## config.mk

```make
export PLATFORM = sky130hd
export DESIGN_NAME = cordic_vectoring_flat
export DESIGN_NICKNAME = d
export VERILOG_FILES = /design/src/rtl/cordic_pkg.sv /design/src/rtl/cordic_vectoring_if.sv /design/src/rtl/cordic_atan_rom.sv /design/src/rtl/cordic_vectoring.sv /design/src/flat_wrapper.sv
export SDC_FILE = /design/constraint.sdc
export NUM_CORES = 1
export LEC_CHECK = 0
export CAP_MARGIN = 40
export CORE_ASPECT_RATIO = 0.9
export CORE_MARGIN = 10
export CORE_UTILIZATION = 35
export DETAILED_ROUTE_END_ITERATION = 12
export GPL_TIMING_DRIVEN = 0
export PLACE_DENSITY = 0.63
export SLEW_MARGIN = 20
export SYNTH_ARGS = -nofsm -noshare
export SYNTH_HDL_FRONTEND = slang
export SYNTH_HIERARCHICAL = 1
export SYNTH_SLANG_ARGS = --single-unit
```

## constraint.sdc

```tcl
create_clock -name clk -period 9.9 [get_ports clk]
set_input_delay 1.98 -clock clk [delete_from_list [all_inputs] [get_ports clk]]
set_output_delay 1.98 -clock clk [all_outputs]
set_load 0.1 [all_outputs]
```

## src/rtl/cordic_pkg.sv

```systemverilog
// Shared CORDIC constants: angle format, arctangent table, gain and FSM states.
// Used by cordic_vectoring and cordic_rotator.
package cordic_pkg;

  localparam int          CORDIC_ANG_W    = 32;
  localparam int          CORDIC_ATAN_N   = 32;
  localparam int          CORDIC_IDX_W    = 5;
  localparam logic [31:0] CORDIC_QUARTER  = 32'h4000_0000;
  // CORDIC gain K ~= 1.64676 as unsigned Q16.16
  localparam logic [31:0] CORDIC_GAIN_Q16 = 32'd107922;

  // round(atan(2^-i) * 2^32 / (2*pi))
  localparam logic [31:0] CORDIC_ATAN [0:CORDIC_ATAN_N-1] = '{
    32'd536870912, 32'd316933406, 32'd167458907, 32'd85004756,
    32'd42667331,  32'd21354465,  32'd10679838,  32'd5340245,
    32'd2670163,   32'd1335087,   32'd667544,    32'd333772,
    32'd166886,    32'd83443,     32'd41722,     32'd20861,
    32'd10430,     32'd5215,      32'd2608,      32'd1304,
    32'd652,       32'd326,       32'd163,       32'd81,
    32'd41,        32'd20,        32'd10,        32'd5,
    32'd3,         32'd1,         32'd1,         32'd0
  };

  typedef enum logic [1:0] {
    S_IDLE = 2'd0,
    S_ITER = 2'd1,
    S_DONE = 2'd2
  } cordic_state_e;

endpackage

```

## src/rtl/cordic_vectoring_if.sv

```systemverilog
// Request/result bundle of cordic_vectoring; the requester drives start/Xin/Yin.
interface cordic_vectoring_if
  import cordic_pkg::*;
#(
  parameter int IN_W  = 16,
  parameter int ANG_W = CORDIC_ANG_W
);
  logic                    start;
  logic signed [IN_W-1:0]  Xin;
  logic signed [IN_W-1:0]  Yin;
  logic                    ready;
  logic                    done;
  logic        [IN_W+1:0]  mag;
  logic        [ANG_W-1:0] angle;

  modport master (output start, Xin, Yin, input ready, done, mag, angle);
  modport slave  (input start, Xin, Yin, output ready, done, mag, angle);
endinterface

```

## src/rtl/cordic_atan_rom.sv

```systemverilog
// Combinational micro-rotation angle lookup: idx -> ATAN[idx].
module cordic_atan_rom
  import cordic_pkg::*;
#(
  parameter int ANG_W = CORDIC_ANG_W,
  parameter int IDX_W = CORDIC_IDX_W
) (
  input  logic [IDX_W-1:0] idx,
  output logic [ANG_W-1:0] atan
);

  // table lookup
  always_comb begin
    atan = ANG_W'(CORDIC_ATAN[idx]);
  end

endmodule

```

## src/rtl/cordic_vectoring.sv

```systemverilog
// Iterative vectoring-mode CORDIC: (X,Y) -> (magnitude * K, atan2 phase).
module cordic_vectoring
  import cordic_pkg::*;
#(
  parameter int IN_W  = 16,
  parameter int ANG_W = CORDIC_ANG_W,
  parameter int ITER  = 16
) (
  input logic               clk,
  input logic               rst,
  cordic_vectoring_if.slave bus
);

  localparam int DW = IN_W + 2;
  localparam int IW = CORDIC_IDX_W;

  cordic_state_e          state_r;
  logic signed [DW-1:0]   x_r, y_r;
  logic        [ANG_W-1:0] z_r;
  logic        [IW-1:0]   idx_r;
  logic                   zero_r;
  logic                   ready_r, done_r;
  logic        [DW-1:0]   mag_r;
  logic        [ANG_W-1:0] angle_r;

  logic signed [DW-1:0]   xe_s, ye_s, x0_s, y0_s, xs_s, ys_s, x_n_s, y_n_s;
  logic        [ANG_W-1:0] z0_s, z_n_s, atan_s;

  cordic_atan_rom #(.ANG_W(ANG_W), .IDX_W(IW)) u_atan_rom (
    .idx  (idx_r),
    .atan (atan_s)
  );

  assign xe_s = {{2{bus.Xin[IN_W-1]}}, bus.Xin};
  assign ye_s = {{2{bus.Yin[IN_W-1]}}, bus.Yin};
  assign xs_s = x_r >>> idx_r;
  assign ys_s = y_r >>> idx_r;

  // fold the left half-plane into the right one by a +-90 degree pre-rotation
  always_comb begin
    x0_s = xe_s;
    y0_s = ye_s;
    z0_s = {ANG_W{1'b0}};
    if (!xe_s[DW-1]) begin
      x0_s = xe_s;
      y0_s = ye_s;
      z0_s = {ANG_W{1'b0}};
    end else if (!ye_s[DW-1]) begin
      x0_s = ye_s;
      y0_s = -xe_s;
      z0_s = ANG_W'(CORDIC_QUARTER);
    end else begin
      x0_s = -ye_s;
      y0_s = xe_s;
      z0_s = {ANG_W{1'b0}} - ANG_W'(CORDIC_QUARTER);
    end
  end

  // one micro-rotation driving y toward zero
  always_comb begin
    x_n_s = x_r;
    y_n_s = y_r;
    z_n_s = z_r;
    if (!y_r[DW-1]) begin
      x_n_s = x_r + ys_s;
      y_n_s = y_r - xs_s;
      z_n_s = z_r + atan_s;
    end else begin
      x_n_s = x_r - ys_s;
      y_n_s = y_r + xs_s;
      z_n_s = z_r - atan_s;
    end
  end

  // control FSM, datapath registers and registered outputs
  always_ff @(posedge clk) begin
    if (rst) begin
      state_r <= S_IDLE;
      x_r     <= {DW{1'b0}};
      y_r     <= {DW{1'b0}};
      z_r     <= {ANG_W{1'b0}};
      idx_r   <= {IW{1'b0}};
      zero_r  <= 1'b0;
      ready_r <= 1'b1;
      done_r  <= 1'b0;
      mag_r   <= {DW{1'b0}};
      angle_r <= {ANG_W{1'b0}};
    end else begin
      case (state_r)
        S_IDLE: begin
          done_r <= 1'b0;
          if (bus.start) begin
            x_r     <= x0_s;
            y_r     <= y0_s;
            z_r     <= z0_s;
            idx_r   <= {IW{1'b0}};
            zero_r  <= (bus.Xin == {IN_W{1'b0}}) && (bus.Yin == {IN_W{1'b0}});
            ready_r <= 1'b0;
            state_r <= S_ITER;
          end else begin
            ready_r <= 1'b1;
          end
        end
        S_ITER: begin
          x_r   <= x_n_s;
          y_r   <= y_n_s;
          z_r   <= z_n_s;
          idx_r <= idx_r + IW'(1'b1);
          if (idx_r == IW'(ITER - 1)) begin
            state_r <= S_DONE;
          end else begin
            state_r <= S_ITER;
          end
        end
        S_DONE: begin
          // a zero vector has no defined phase; report a clean 0/0
          mag_r   <= zero_r ? {DW{1'b0}} : DW'(x_r);
          angle_r <= zero_r ? {ANG_W{1'b0}} : z_r;
          done_r  <= 1'b1;
          ready_r <= 1'b1;
          state_r <= S_IDLE;
        end
        default: begin
          done_r  <= 1'b0;
          ready_r <= 1'b1;
          state_r <= S_IDLE;
        end
      endcase
    end
  end

  assign bus.ready = ready_r;
  assign bus.done  = done_r;
  assign bus.mag   = mag_r;
  assign bus.angle = angle_r;

endmodule

```

## src/flat_wrapper.sv

```systemverilog
// flat-port wrapper written by rule: the top's interface ports become plain ports
module cordic_vectoring_flat import cordic_pkg::*;
#(
  parameter int IN_W  = 16,
  parameter int ANG_W = CORDIC_ANG_W,
  parameter int ITER  = 16
)
  (clk, rst, bus_start, bus_Xin, bus_Yin, bus_ready, bus_done, bus_mag, bus_angle);
  cordic_vectoring_if #(.IN_W(IN_W), .ANG_W(ANG_W)) bus_i ();
  input logic clk;
  input logic rst;
  input wire logic [$bits(bus_i.start)-1:0] bus_start;
  input wire logic [$bits(bus_i.Xin)-1:0] bus_Xin;
  input wire logic [$bits(bus_i.Yin)-1:0] bus_Yin;
  output wire logic [$bits(bus_i.ready)-1:0] bus_ready;
  output wire logic [$bits(bus_i.done)-1:0] bus_done;
  output wire logic [$bits(bus_i.mag)-1:0] bus_mag;
  output wire logic [$bits(bus_i.angle)-1:0] bus_angle;
  assign bus_i.start = bus_start;
  assign bus_i.Xin = bus_Xin;
  assign bus_i.Yin = bus_Yin;
  assign bus_ready = bus_i.ready;
  assign bus_done = bus_i.done;
  assign bus_mag = bus_i.mag;
  assign bus_angle = bus_i.angle;
  cordic_vectoring #(.IN_W(IN_W), .ANG_W(ANG_W), .ITER(ITER)) u_core (.clk(clk), .rst(rst), .bus(bus_i));
endmodule
```

; After elaboration in Yosys (flattened, before gate mapping)
; Memory sizes are Yosys's and may differ from the RTL's.
; Index checks and enable logic that the tools add are counted.
[op_classes]
addsub = 9
magnitude_cmp = 1
n_eq_ne = 4
shift = 2
mux = 27
n_bitwise = 1
reduce_logical = 7
[op_table]
columns = cell, n
row1 = $mux 32, 7
row2 = $mux 18, 9
row3 = $pmux 18 s2, 2
row4 = $pmux 32 s2, 1
row5 = $add 18x18->18, 2
row6 = $neg 16->18, 2
row7 = $sshr 18x5->18, 2
row8 = $sub 18x18->18, 2
row9 = $add 32x32->32, 1
row10 = $logic_not 16->1, 2
row11 = $sub 32x32->32, 1
row12 = $pmux 5 s2, 1
row13 = $ge 6x6->1 const B, 1
row14 = $not 5->6, 1
row15 = $add 5x1->5 const B, 1
row16 = $eq 5x4->1 const B, 1
row17 = $mux 5, 1
row18 = $mux 2, 2
row19 = $pmux 1 s2, 2
row20 = $pmux 2 s2, 1
row21 = $reduce_and 2->1, 2
row22 = $eq 2x1->1 const B, 1
row23 = $eq 2x2->1 const B, 1
row24 = $logic_not 2->1, 1
row25 = 4 further kinds, 4
[totals]
regBits = 128
rom_bits = 1024
in_bits = 35
output_inout_bits = 52
elab_cells = 62
memories = 1
[memory_table]
columns = memory, depth, width, rd, rd_ports_with_merged_regs, wr, line
row1 = (name not given), 32, 32, 1, 0, 0, cordic_atan_rom.sv:14  ; atan = ANG_W'(CORDIC_ATAN[idx]);

; Logic depth before layout (Yosys ltp)
; Gate-level depths: netlist of the first run.
[logic_depth]
word_depth = 7
ltp_mapped = 25
ltp_nobuf = 22

; Modules after synthesis
; Netlist of the first run, hierarchy kept.
[by_module_without_submodules]
columns = mod, n_inst, cells_per_inst, area_per_inst_um2, seq_area_each_um2
row1 = cordic_vectoring, 1, 1582, 12409.4, 2562.5
row2 = cordic_atan_rom, 1, 161, 940.9, 0.0

; Worst setup path before layout of the first run
; OpenSTA, ideal clock, no wires.
[synth_path]
path_kind = register to register
from = register u_core.idx_r[0]
to = register u_core.z_r[28]
setup_time_ns = 0.132
t_arrival_ns = 5.126
slack_ns = 4.642
stages_incl_launch_ff = 23
n_path_buf = 1
cell_sequence = dfxtp_1 -> inv_1 -> ha_1 -> clkbuf_1 -> or2_2 -> a32oi_1 -> o21ai_0 -> or4_1 -> nor4_1 -> nor4b_1 -> and2_1 -> nor2_1 -> xnor2_1 -> ha_1 -> a21oi_1 -> a21oi_1 -> a311oi_1 -> nand2_1 -> o211ai_1 -> o21ai_0 -> o21ai_0 -> mux2i_1 -> a21oi_1
[synth_via]
elab_chain_len = 7
elab_cells_between_ends = 8
classes_between = 2 x add/sub / 4 x mux / 1 x bitwise / 1 x memory
[synth_rtl]
columns = element, line
row1 = start: declaration, cordic_vectoring.sv:20  ; logic [IW-1:0] idx_r;
row2 = start signal: assignment, cordic_vectoring.sv:82  ; idx_r <= {IW{1'b0}};
row3 = start signal: assignment, cordic_vectoring.sv:96  ; idx_r <= {IW{1'b0}};
row4 = start signal: assignment, cordic_vectoring.sv:108  ; idx_r <= idx_r + IW'(1'b1);
row5 = $not 5->6 (implied by the code) (*), cordic_atan_rom.sv:14
row6 = $mem_v2 32x32 (*), n/a
row7 = $mux 32 (implied by the code) (*) (2 in series), cordic_atan_rom.sv:14
row8 = named net u_core.atan_s[11], cordic_vectoring.sv:27  ; logic [ANG_W-1:0] z0_s, z_n_s, atan_s;
row9 = $add 32x32->32 / $sub 32x32->32 (equally long branches), "cordic_vectoring.sv:67, cordic_vectoring.sv:71"
row10 = $mux 32 (*), cordic_vectoring.sv:64  ; if (!y_r[DW-1]) begin
row11 = $pmux 32 s2 (*), cordic_vectoring.sv:89  ; case (state_r)
row12 = end signal: assignment, cordic_vectoring.sv:81  ; z_r <= {ANG_W{1'b0}};
row13 = end signal: assignment, cordic_vectoring.sv:95  ; z_r <= z0_s;
row14 = end signal: assignment, cordic_vectoring.sv:107  ; z_r <= z_n_s;
row15 = end: declaration, cordic_vectoring.sv:19  ; logic [ANG_W-1:0] z_r;
; Mark *: on every way through the listed nets, which the timed path passes. The rest lies on a longest branch. The select of a mux whose other input is x is not followed.
; A chain may end at the register's enable or synchronous reset.

; Worst setup path in the final report of the first run
; Same ends and word-level chain as after synthesis.

==> impl_metrics.tcl, run 1 <==
set metrics [dict create \
    syn_area_um2 13400 \
    core-area_um2 37500 \
    ys.warnings.count 6 \
    synth_area_leaders "dfxtp_1 19%, a21oi_1 7.7%, ha_1 7.5%" \
    synth_edf_count 0 \
    place_congestion 1.00 \
    slowest_delay_ns 0.69 \
    cts_tree "built" \
    via_per_inst 6.10 \
    rsz0062_at_grt "no" \
    yosysSeqAreaShare 0.192 \
    hpwl_um 43500 \
    critPathKind "reg2reg" \
    critical_path_peak_fanout 12 \
    worst-r2r-cell-count 22 \
    wl_um 55500 \
    synth_flop_cell "dfxtp_1" \
    cts-root-buf "clkbuf_16" \
    finalNonFillerCells 2398 \
    cts_setup_buffers 0 \
    port_buffers 85 \
    ys_ff_latch 128 \
    ir_drop_mv 0.117 \
    reg2reg_to "u_core/z_r[28]" \
    placed_area_um2 15700 \
    initial_core_util 0.356 \
    setup_violations 0 \
    dieArea_um2 46400 \
    tightest_slew_ns 0.898 \
    ctsHoldBuffers 0 \
    cts_resized 0 \
    regToRegStartpoint "u_core/idx_r[0]" \
    grt_max_degree 17 \
    clockBufferDepth 2 \
    cts_made_buffers 17 \
    clock_latency_ns 0.43 \
    antenna_found_initial 1 \
    final_area_um2 16400 \
    crit_family "simple AND/OR/NAND/NOR gates" \
    vias 14632 \
    period_share 0.718 \
    crit_path_end_kind "flip-flop" \
    clk_pin_slew_worst_paths_ns 0.06 \
    grt_pass1_vias 13935 \
    rows 67 \
    max_freq_mhz 141 \
    cp-start-kind "flip-flop" \
    fin_nets 2020 \
    synthCells 1743 \
    slew_viol_final 0 \
    synthTopCellsByCount "212 x nor2_1, 205 x a21oi_1, 128 x dfxtp_1" \
    h-tree-depth 4 \
    min_to "u_core/bus.angle[6]" \
    io_pins 87 \
    finalHoldViolCount 0 \
    yosysTopAreaCell "dfxtp_1" \
    grt.total_usage 0.235 \
    cp_num_buf_inv 2 \
    drtIter0Drc 1698 \
    grt.overflow.total 0 \
    rrSetupSlack_ns 2.80 \
    dp.cells 2364 \
    grt_pass1_wl_um 85300 \
    worstHoldPathCells 2 \
    total_power_uw 3500 \
    period_needed_ns 7.10 \
    wl_per_cell_um 23.2 \
    dieWidth_um 226 \
    die_h_um 205 \
    slew_headroom 0.401 \
    p_leak_uw 0.00614 \
    status "completed" \
    syn_avg_cell_area_um2 7.66 \
    synth_cell_type_count 84 \
    crit_arrival_ns 7.38 \
    crit_chain "inv_1 > ha_1 > clkbuf_1 > or2_2 > a32oi_1 > o21ai_0 > or4_1 > nor4_1 > nor4b_1 > and2_1 > nor2_1 > xnor2_1 > ha_1 > a21oi_1 > a21oi_1 > a311oi_1 > nand2_1 > o211ai_1 > o21ai_0 > o21ai_0 > mux2i_1 > a21oi_1" \
    cap_violations 0 \
    async_reset_ff_frac 0 \
    skew_ns 0.0103 \
    yosysTopAreaCellShare 0.192 \
    tns_ns 0 \
    drc 0 \
    area_delta_synth_final_pct 22.5 \
    path_depth 22 \
    yosysMostFrequentCell "nor2_1" \
    fillers 3678 \
    ant_nets 0 \
    cts_sinks 128 \
    required_ns 10.18 \
    powerDensity_nw_per_um2 214 \
    hp-class "reg2reg" \
    cpMaxStageDelayCell "dfxtp_1" \
    first_pass_iters 6 \
    layout-drive-gt1-share 0.0961 \
    worstHoldStart "u_core/bus.angle[6]" \
]
-- cell usage in the layout, fill, tap and decap left out, drive strengths merged, types with 33 or more instances in the layout --
master and instances:
a211oi 67, a21oi 205, buf 96, clkbuf 103, clkdlybuf4s50 85, dfxtp 128
ha 80, inv 65, mux4 42, nand2 124, nand3 44, nor2 212
nor3 33, nor3b 54, o21ai 74, xnor2 85, xor2 40
-- per-stage QoR --
step | utilization | hold slack [ns] | worst slack (ns)
2_1_floorplan | - | 0.445 | 4.64
3_5_place_dp | 0.420 | 0.483 | 3.06
3_3_place_gp | 0.395 | 0.471 | 3.10
6_report | 0.436 | 0.488 | 2.80
4_1_cts | 0.436 | 0.492 | 3.02
5_1_grt | 0.436 | 0.526 | 2.52
-- area by class of cell --
| class | count | area, um^2 | area share |
|---|---|---|---|
| plain buffers | 128 | 578 | 0.0353 |
| clock inverters | 14 | 178 | 0.0109 |
| multi-input cells | 1426 | 9980 | 0.610 |
| clock buffers | 17 | 425 | 0.0260 |
| diodes | 1 | 2.50 | 0.000153 |
| flip-flops and latches | 128 | 2560 | 0.157 |
| repair buffers | 139 | 1790 | 0.110 |
| well taps | 483 | 604 | 0.0369 |
| inverters | 62 | 233 | 0.0142 |
-- worst max-delay path by stage --
stage | startpoint | end | slack [ns]
global placement | u_core/idx_r[0] | u_core/z_r[28] | 3.10
floorplan | u_core/idx_r[0] | u_core/z_r[28] | 4.64
CTS | u_core/idx_r[0] | u_core/z_r[28] | 3.02
global route | u_core/idx_r[0] | u_core/z_r[28] | 2.52
finish | u_core/idx_r[0] | u_core/z_r[28] | 2.80
detailed placement | u_core/idx_r[0] | u_core/z_r[28] | 3.06
-- where the power goes --
part           total (uW)  leakage [uW]  switching [uW]  internal [uW]
Combinational        2130       0.00480            1270            856
Sequential            714       0.00104             138            576
Clock                 660      0.000296             260            400
-- cells by family after synthesis --
| logic type | after synthesis | synth area share |
|---|---|---|
| mux | 83 | 0.106 |
| other cells | 1 | 0.000281 |
| buf+inv | 190 | 0.0607 |
| simple gates | 591 | 0.222 |
| flops | 128 | 0.192 |
| compound gates | 542 | 0.258 |
| xor+xnor | 125 | 0.0820 |
| fa+ha+maj | 83 | 0.0795 |
-- metal layers --
layer,GRT usage,part of all wire
met5,0,0
met4,0.0668,0.022
met3,0.0431,0.097
met2,0.355,0.43
met1,0.333,0.45
-- state kept, by name, summed over array words and instances (netlist names) --
register	count
u_core/bus.angle	32
u_core/z_r	32
u_core/bus.mag	18
u_core/x_r	18
u_core/y_r	18
u_core/idx_r	5
u_core/state_r	2
u_core/bus.done	1
u_core/bus.ready	1
u_core/zero_r	1
-- worst reg2reg max path: stages (launching register included) --
cell	delay, ns
dfxtp_1	0.69
inv_1	0.31
ha_1	0.27
clkbuf_1	0.25
or2_2	0.38
a32oi_1	0.19
o21ai_0	0.27
or4_1	0.60
nor4_1	0.45
nor4b_1	0.50
and2_1	0.24
nor2_1	0.06
xnor2_1	0.47
ha_1	0.40
a21oi_1	0.21
a21oi_1	0.10
a311oi_1	0.36
nand2_1	0.12
o211ai_1	0.34
o21ai_0	0.20
o21ai_0	0.27
mux2i_1	0.22
a21oi_1	0.07
Note: power is estimated with default switching activity, not from simulation.
==> run 2: changes to the inputs <==
--- a/config.mk
+++ b/config.mk
@@ -11,7 +11,7 @@
 export CORE_UTILIZATION = 35
 export DETAILED_ROUTE_END_ITERATION = 12
 export GPL_TIMING_DRIVEN = 0
-export PLACE_DENSITY = 0.63
+export PLACE_DENSITY = 0.65
 export SLEW_MARGIN = 20
 export SYNTH_ARGS = -nofsm -noshare
 export SYNTH_HDL_FRONTEND = slang
==> constraint.sdc (replaced) <==
create_clock -name clk -period 5.9 [get_ports clk]
set_input_delay 1.18 -clock clk [delete_from_list [all_inputs] [get_ports clk]]
set_output_delay 1.18 -clock clk [all_outputs]
set_load 0.1 [all_outputs]
==> run 2 against run 1 <==
Sequential cell count unchanged. Setup slack lost 2.6 ns. Sequential power rose by 68%. Die area unchanged. Clock power rose by 56%. Count of clock-buffer cells in the layout grew 1. Combinational power rose by 69%. Cell count rose by 0.13%. Clock skew up 0.0031 ns.
==> impl_metrics.tcl, run 2 (synthesis gave the netlist of run 1 again) <==
set metrics [dict create \
    drc 0 \
    dp.cells 2364 \
    slew_headroom 0.303 \
    powerDensity_nw_per_um2 350 \
    p_leak_uw 0.00623 \
    antenna_found_initial 1 \
    rrSetupSlack_ns 0.24 \
    wl_um 54500 \
    dieArea_um2 46400 \
    cts_sinks 128 \
    worstHoldPathCells 2 \
    cpMaxStageDelayCell "or4_4" \
    status "completed" \
    hp-class "reg2reg" \
    finalHoldViolCount 0 \
    n_antenna_cell 0 \
    skew_ns 0.0134 \
    tns_ns 0 \
    initial_core_util 0.356 \
    tightest_slew_ns 1.03 \
    grt.total_usage 0.230 \
    crit_path_end_kind "flip-flop" \
    reg2reg_to "u_core/z_r[31]" \
    top_layer "met5" \
    grt_pass1_wl_um 83400 \
    core-area_um2 37500 \
    worst-r2r-cell-count 21 \
    cp-start-kind "flip-flop" \
    critical_path_peak_fanout 11 \
    clk_pin_slew_worst_paths_ns 0.07 \
    wl_met3_um 4990 \
    wl_met2_um 23700 \
    crit_arrival_ns 5.95 \
    vias 14608 \
    rows 67 \
    max_freq_mhz 177 \
    cap_violations 0 \
    layout-drive-gt1-share 0.119 \
    clockBufferDepth 2 \
    grt_pass1_vias 13790 \
    min_to "u_core/bus.done" \
    slew_viol_final 0 \
    ant_nets 0 \
    regToRegStartpoint "u_core/idx_r[1]" \
    ir_drop_mv 0.252 \
    post-place-ws_ns -0.909 \
    finalNonFillerCells 2401 \
    cts_made_buffers 17 \
    clock_latency_ns 0.44 \
    slowest_delay_ns 0.62 \
    area_delta_synth_final_pct 24.8 \
    crit_family "simple AND/OR/NAND/NOR gates" \
    cts_tree "built" \
    fin_nets 2024 \
    io_pins 87 \
    m1WireLength_um 24100 \
    period_share 0.960 \
    rsz0062_at_grt "no" \
    cts-root-buf "clkbuf_16" \
    h-tree-depth 4 \
    die_h_um 205 \
    setup_violations 0 \
    hpwl_um 42500 \
    period_needed_ns 5.66 \
    required_ns 6.19 \
    final_common_cell "nor2_1" \
    grt_max_degree 17 \
    critPathKind "reg2reg" \
    dieWidth_um 226 \
    finalWorstSetupSlack_ns 0.237 \
    cp_num_buf_inv 4 \
    drtIter0Drc 1763 \
    crit_chain "buf_6 > clkinvlp_4 > ha_2 > clkbuf_2 > mux2i_1 > o22a_1 > o22ai_1 > or4_4 > nor4_4 > nor4b_4 > buf_4 > a31oi_1 > xnor2_1 > ha_1 > and3_1 > o2bb2ai_1 > or3b_2 > o211ai_1 > a31oi_1 > xnor2_1 > a211oi_1" \
    layout_common_cells "212 x nor2_1, 201 x a21oi_1, 126 x dfxtp_1" \
    first_pass_iters 6 \
    via_per_inst 6.08 \
    place_congestion 0.949 \
    hold_ws_ns 0.484 \
    wl_per_cell_um 22.7 \
    port_buffers 85 \
    grt.overflow.total 0 \
    total_power_uw 5820 \
    worstHoldStart "u_core/bus.done" \
]
-- run 2: cell types whose count changed in the layout (fill, tap and decap cells not counted), moves of 4 or more --
cell,change
buf_4,+9
o21ai_0,-4
a21oi_1,-4
clkbuf_4,+5
buf_2,-6
clkinvlp_4,+4
ha_1,-4
xnor2_1,-4
xnor2_2,+4
a21oi_2,+4
clkbuf_1,-5
-- run 2: area by class of cell --
class,count,area [um^2]
fillers,3576,20800
multi-input cells,1426,10200
flip-flops and latches,128,2570
repair buffers,146,1890
well taps,483,604
plain buffers,125,589
clock buffers,18,439
inverters,62,236
clock inverters,13,129
-- run 2: where the power goes --
part	switching [uW]	internal (uW)	total, uW
sequential	235	966	1200
combinational	2100	1480	3590
clock	437	596	1030
-- run 2: through the flow --
step | util | area, um^2
5_1_grt | 0.445 | 16700
2_1_floorplan | - | 13400
3_5_place_dp | 0.421 | 15800
4_1_cts | 0.439 | 16500
6_report | 0.445 | 16700
3_3_place_gp | 0.395 | 14800
-- run 2: worst max path at each step --
| stage | start | endpoint | slack (ns) | cells past startpoint |
|---|---|---|---|---|
| 2_1_floorplan | u_core/idx_r[0] | u_core/z_r[28] | 0.64 | 22 |
| 3_5_place_dp | u_core/idx_r[0] | u_core/z_r[28] | -0.91 | 22 |
| 5_1_grt | u_core/idx_r[0] | u_core/y_r[17] | 0.02 | 24 |
| 4_1_cts | u_core/idx_r[0] | u_core/x_r[17] | 0.02 | 22 |
| 6_report | u_core/idx_r[1] | u_core/z_r[31] | 0.24 | 21 |
| 3_3_place_gp | u_core/idx_r[0] | u_core/z_r[28] | -0.86 | 22 |
-- run 2: worst reg2reg max path, delay by kind of cell, from the launching register on --
kind | cells | cell delay (ns)
flops | 1 | 0.45
fa+ha+maj | 2 | 0.52
xor+xnor | 2 | 0.68
mux | 1 | 0.19
simple gates | 5 | 1.86
buf+inv | 4 | 0.67
compound gates | 7 | 1.15
-- run 2: per-layer routing --
| layer | vias to the layer above | track usage |
|---|---|---|
| li1 | 6739 | - |
| met1 | 7060 | 0.311 |
| met2 | 703 | 0.356 |
| met3 | 104 | 0.0502 |
| met5 | - | 0 |
| met4 | 2 | 0.0769 |
-- run 2: what timing repair did --
item	CTS	global route
pin swaps	2	7
resized for setup	19	39
hold endpoints to repair	0	0
setup buffers	1	8
setup endpoints to repair	12	19
hold buffers	0	0
==> run 3: changes to the inputs <==
--- a/config.mk
+++ b/config.mk
@@ -12,6 +12,8 @@
 export DETAILED_ROUTE_END_ITERATION = 12
 export GPL_TIMING_DRIVEN = 0
 export PLACE_DENSITY = 0.65
+export SETUP_SLACK_MARGIN = 0.4
+export SKIP_LAST_GASP = 1
 export SLEW_MARGIN = 20
 export SYNTH_ARGS = -nofsm -noshare
 export SYNTH_HDL_FRONTEND = slang
==> run 3 against run 2 <==
Clock skew about the same. Cell area up 2.2%. Setup slack better by 0.27 ns. Fmax up 5.0%. Register-to-register slack better by 0.27 ns. Global-route usage up 0.11 points. Routed wire length up 0.91%. Non-clock buffer count up 24. Sequential share of layout area down 0.33 points. Total power up 2.2%. Hold slack worse by 0.0012 ns. Highest routed layer unchanged.
==> impl_metrics.tcl, run 3 (synthesis gave the netlist of run 1 again) <==
set metrics [dict create \
    crit_chain "buf_2 > mux4_2 > mux2_2 > a22oi_2 > and2_4 > ha_2 > o2111ai_1 > or4_4 > nor4b_1 > a311o_1 > ha_1 > a21oi_1 > o21ai_1 > a21o_1 > a31o_2 > a21o_1 > a21oi_1 > xor2_1 > a221oi_1" \
    hpwl_um 42500 \
    p_leak_uw 0.00640 \
    layout-drive-gt1-share 0.147 \
    required_ns 6.16 \
    switching_share 0.475 \
    drc 0 \
    wl_per_cell_um 22.7 \
    dieArea_um2 46400 \
    first_pass_iters 5 \
    p_switching_uw 2830 \
    layout_common_cells "212 x nor2_1, 199 x a21oi_1, 125 x dfxtp_1" \
    area_delta_synth_final_pct 27.6 \
    clk_pin_slew_worst_paths_ns 0.07 \
    fillers 3555 \
    antenna_found_initial 1 \
    critical_path_peak_fanout 10 \
    crit_path_end_kind "flip-flop" \
    wl_um 55000 \
    hold_ws_ns 0.483 \
    cpMaxStageDelayCell "mux4_2" \
    p_clk_frac 0.173 \
    crit_arrival_ns 5.65 \
    drtIter0Drc 1670 \
    fin_nets 2048 \
    status "completed" \
    grt.total_usage 0.231 \
    clock_latency_ns 0.44 \
    p_int_uw 3120 \
    period_needed_ns 5.39 \
    grt_pass1_wl_um 83800 \
    slew_viol_final 0 \
    rrSetupSlack_ns 0.51 \
    cts_sinks 128 \
    slowest_delay_ns 0.61 \
    port_buffers 85 \
    io_pins 87 \
    finalWorstSetupSlack_ns 0.509 \
    core-area_um2 37500 \
    grt_pass1_vias 13964 \
    clockBufferDepth 2 \
    critPathKind "reg2reg" \
    post-place-ws_ns -0.909 \
    max_freq_mhz 185 \
    skew_ns 0.0139 \
    cts-root-buf "clkbuf_16" \
    finalHoldViolCount 0 \
    ant_nets 0 \
    comb_power_share 0.625 \
    cts_made_buffers 17 \
    cp-start-kind "flip-flop" \
    powerDensity_nw_per_um2 349 \
    grt_max_degree 17 \
    setup_violations 0 \
    rows 67 \
    p_seq_frac 0.202 \
    multi_input_area_um2 10400 \
    grt.overflow.total 0 \
    period_share 0.914 \
    final_common_cell "nor2_1" \
    cap_violations 0 \
    place_congestion 0.949 \
    tightest_slew_ns 0.869 \
    ir_drop_mv 0.258 \
    die_h_um 205 \
    cts_tree "built" \
    slew_headroom 0.420 \
    initial_core_util 0.356 \
    vias 14722 \
    n_antenna_cell 0 \
    ff_latch_area_um2 2570 \
    rsz0062_at_grt "yes" \
    dieWidth_um 226 \
    h-tree-depth 4 \
    hp-class "reg2reg" \
    via_per_inst 6.07 \
]
## run 3: changes by cell type in the layout (fill, tap and decap cells not counted), moves of 3 or more
| cell | previous run | this run |
|---|---|---|
| buf_4 | 16 | 38 |
| ha_1 | 76 | 73 |
| ha_4 | 2 | 5 |
| o21ai_0 | 68 | 64 |
| clkbuf_1 | 80 | 74 |
| xnor2_2 | 4 | 7 |
| mux2i_1 | 28 | 25 |
| xnor2_1 | 81 | 78 |
| clkbuf_2 | 2 | 9 |
| mux2i_2 | 1 | 4 |
| o21ai_1 | 5 | 8 |
## run 3: worst paths after layout
kind / startpoint / endpoint / cells past startpoint
setup reg to reg: u_core/idx_r[1] / u_core/x_r[14] / 19
setup / recovery: u_core/idx_r[1] / u_core/x_r[14] / 19
hold / removal: u_core/bus.done / u_core/bus.done / 2
hold reg to reg: u_core/bus.done / u_core/bus.done / 2
## run 3: what timing repair did
item	in CTS	in global routing
resized for setup	52	62
pin swaps	10	27
hold endpoints to repair	0	0
setup buffers	14	14
endpoints found under the setup margin	30	23
hold buffers	0	0
## run 3: metal layers
layer / wire, um / global-route usage / share of wire
met3: 5410 / 0.0510 / 0.098
met5: 11 / 0 / 0.00020
met2: 23900 / 0.359 / 0.43
met4: 1870 / 0.0781 / 0.034
met1: 23800 / 0.310 / 0.43
## run 3: layout make-up
type	count	share of cell area
inverter	62	0.0141
multi-input combinational	1426	0.609
clock buffer	18	0.0258
timing repair buffer	167	0.120
tap	483	0.0355
buffer	128	0.0371
clock inverter	13	0.00757
sequential	128	0.151
## run 3: worst max-delay path, delay by kind of cell (launching register included)
family | cells | cell delay [ns]
compound gates | 10 | 1.83
mux | 2 | 0.92
simple gates | 3 | 0.89
fa+ha+maj | 2 | 0.54
flops | 1 | 0.40
xor+xnor | 1 | 0.35
buf+inv | 1 | 0.27
## run 3: power groups by stage
| stage | combinational, uW | sequential, uW | clock, uW |
|---|---|---|---|
| after CTS | 3490 | 1180 | 1040 |
| after global routing | 4040 | 1200 | 1070 |
| after detailed placement | 3380 | 1200 | 0 |
| final | 3720 | 1200 | 1030 |
| after global placement | 3340 | 1200 | 0 |
| after floorplan | 2570 | 1080 | 0 |
## run 3: metrics by stage
stage / utilization / setup TNS [ns] / total power [uW] / std cells / instance area (um^2)
after detailed placement: 0.421 / -6.06 / 4580 / 2364 / 15800
after floorplan: - / 0 / 3640 / 1744 / 13400
after CTS: 0.446 / 0 / 5710 / 2409 / 16700
after global placement: 0.395 / -5.54 / 4540 / 2312 / 14800
final: 0.454 / 0 / 5950 / 2425 / 17000
after global routing: 0.454 / 0 / 6310 / 2425 / 17000
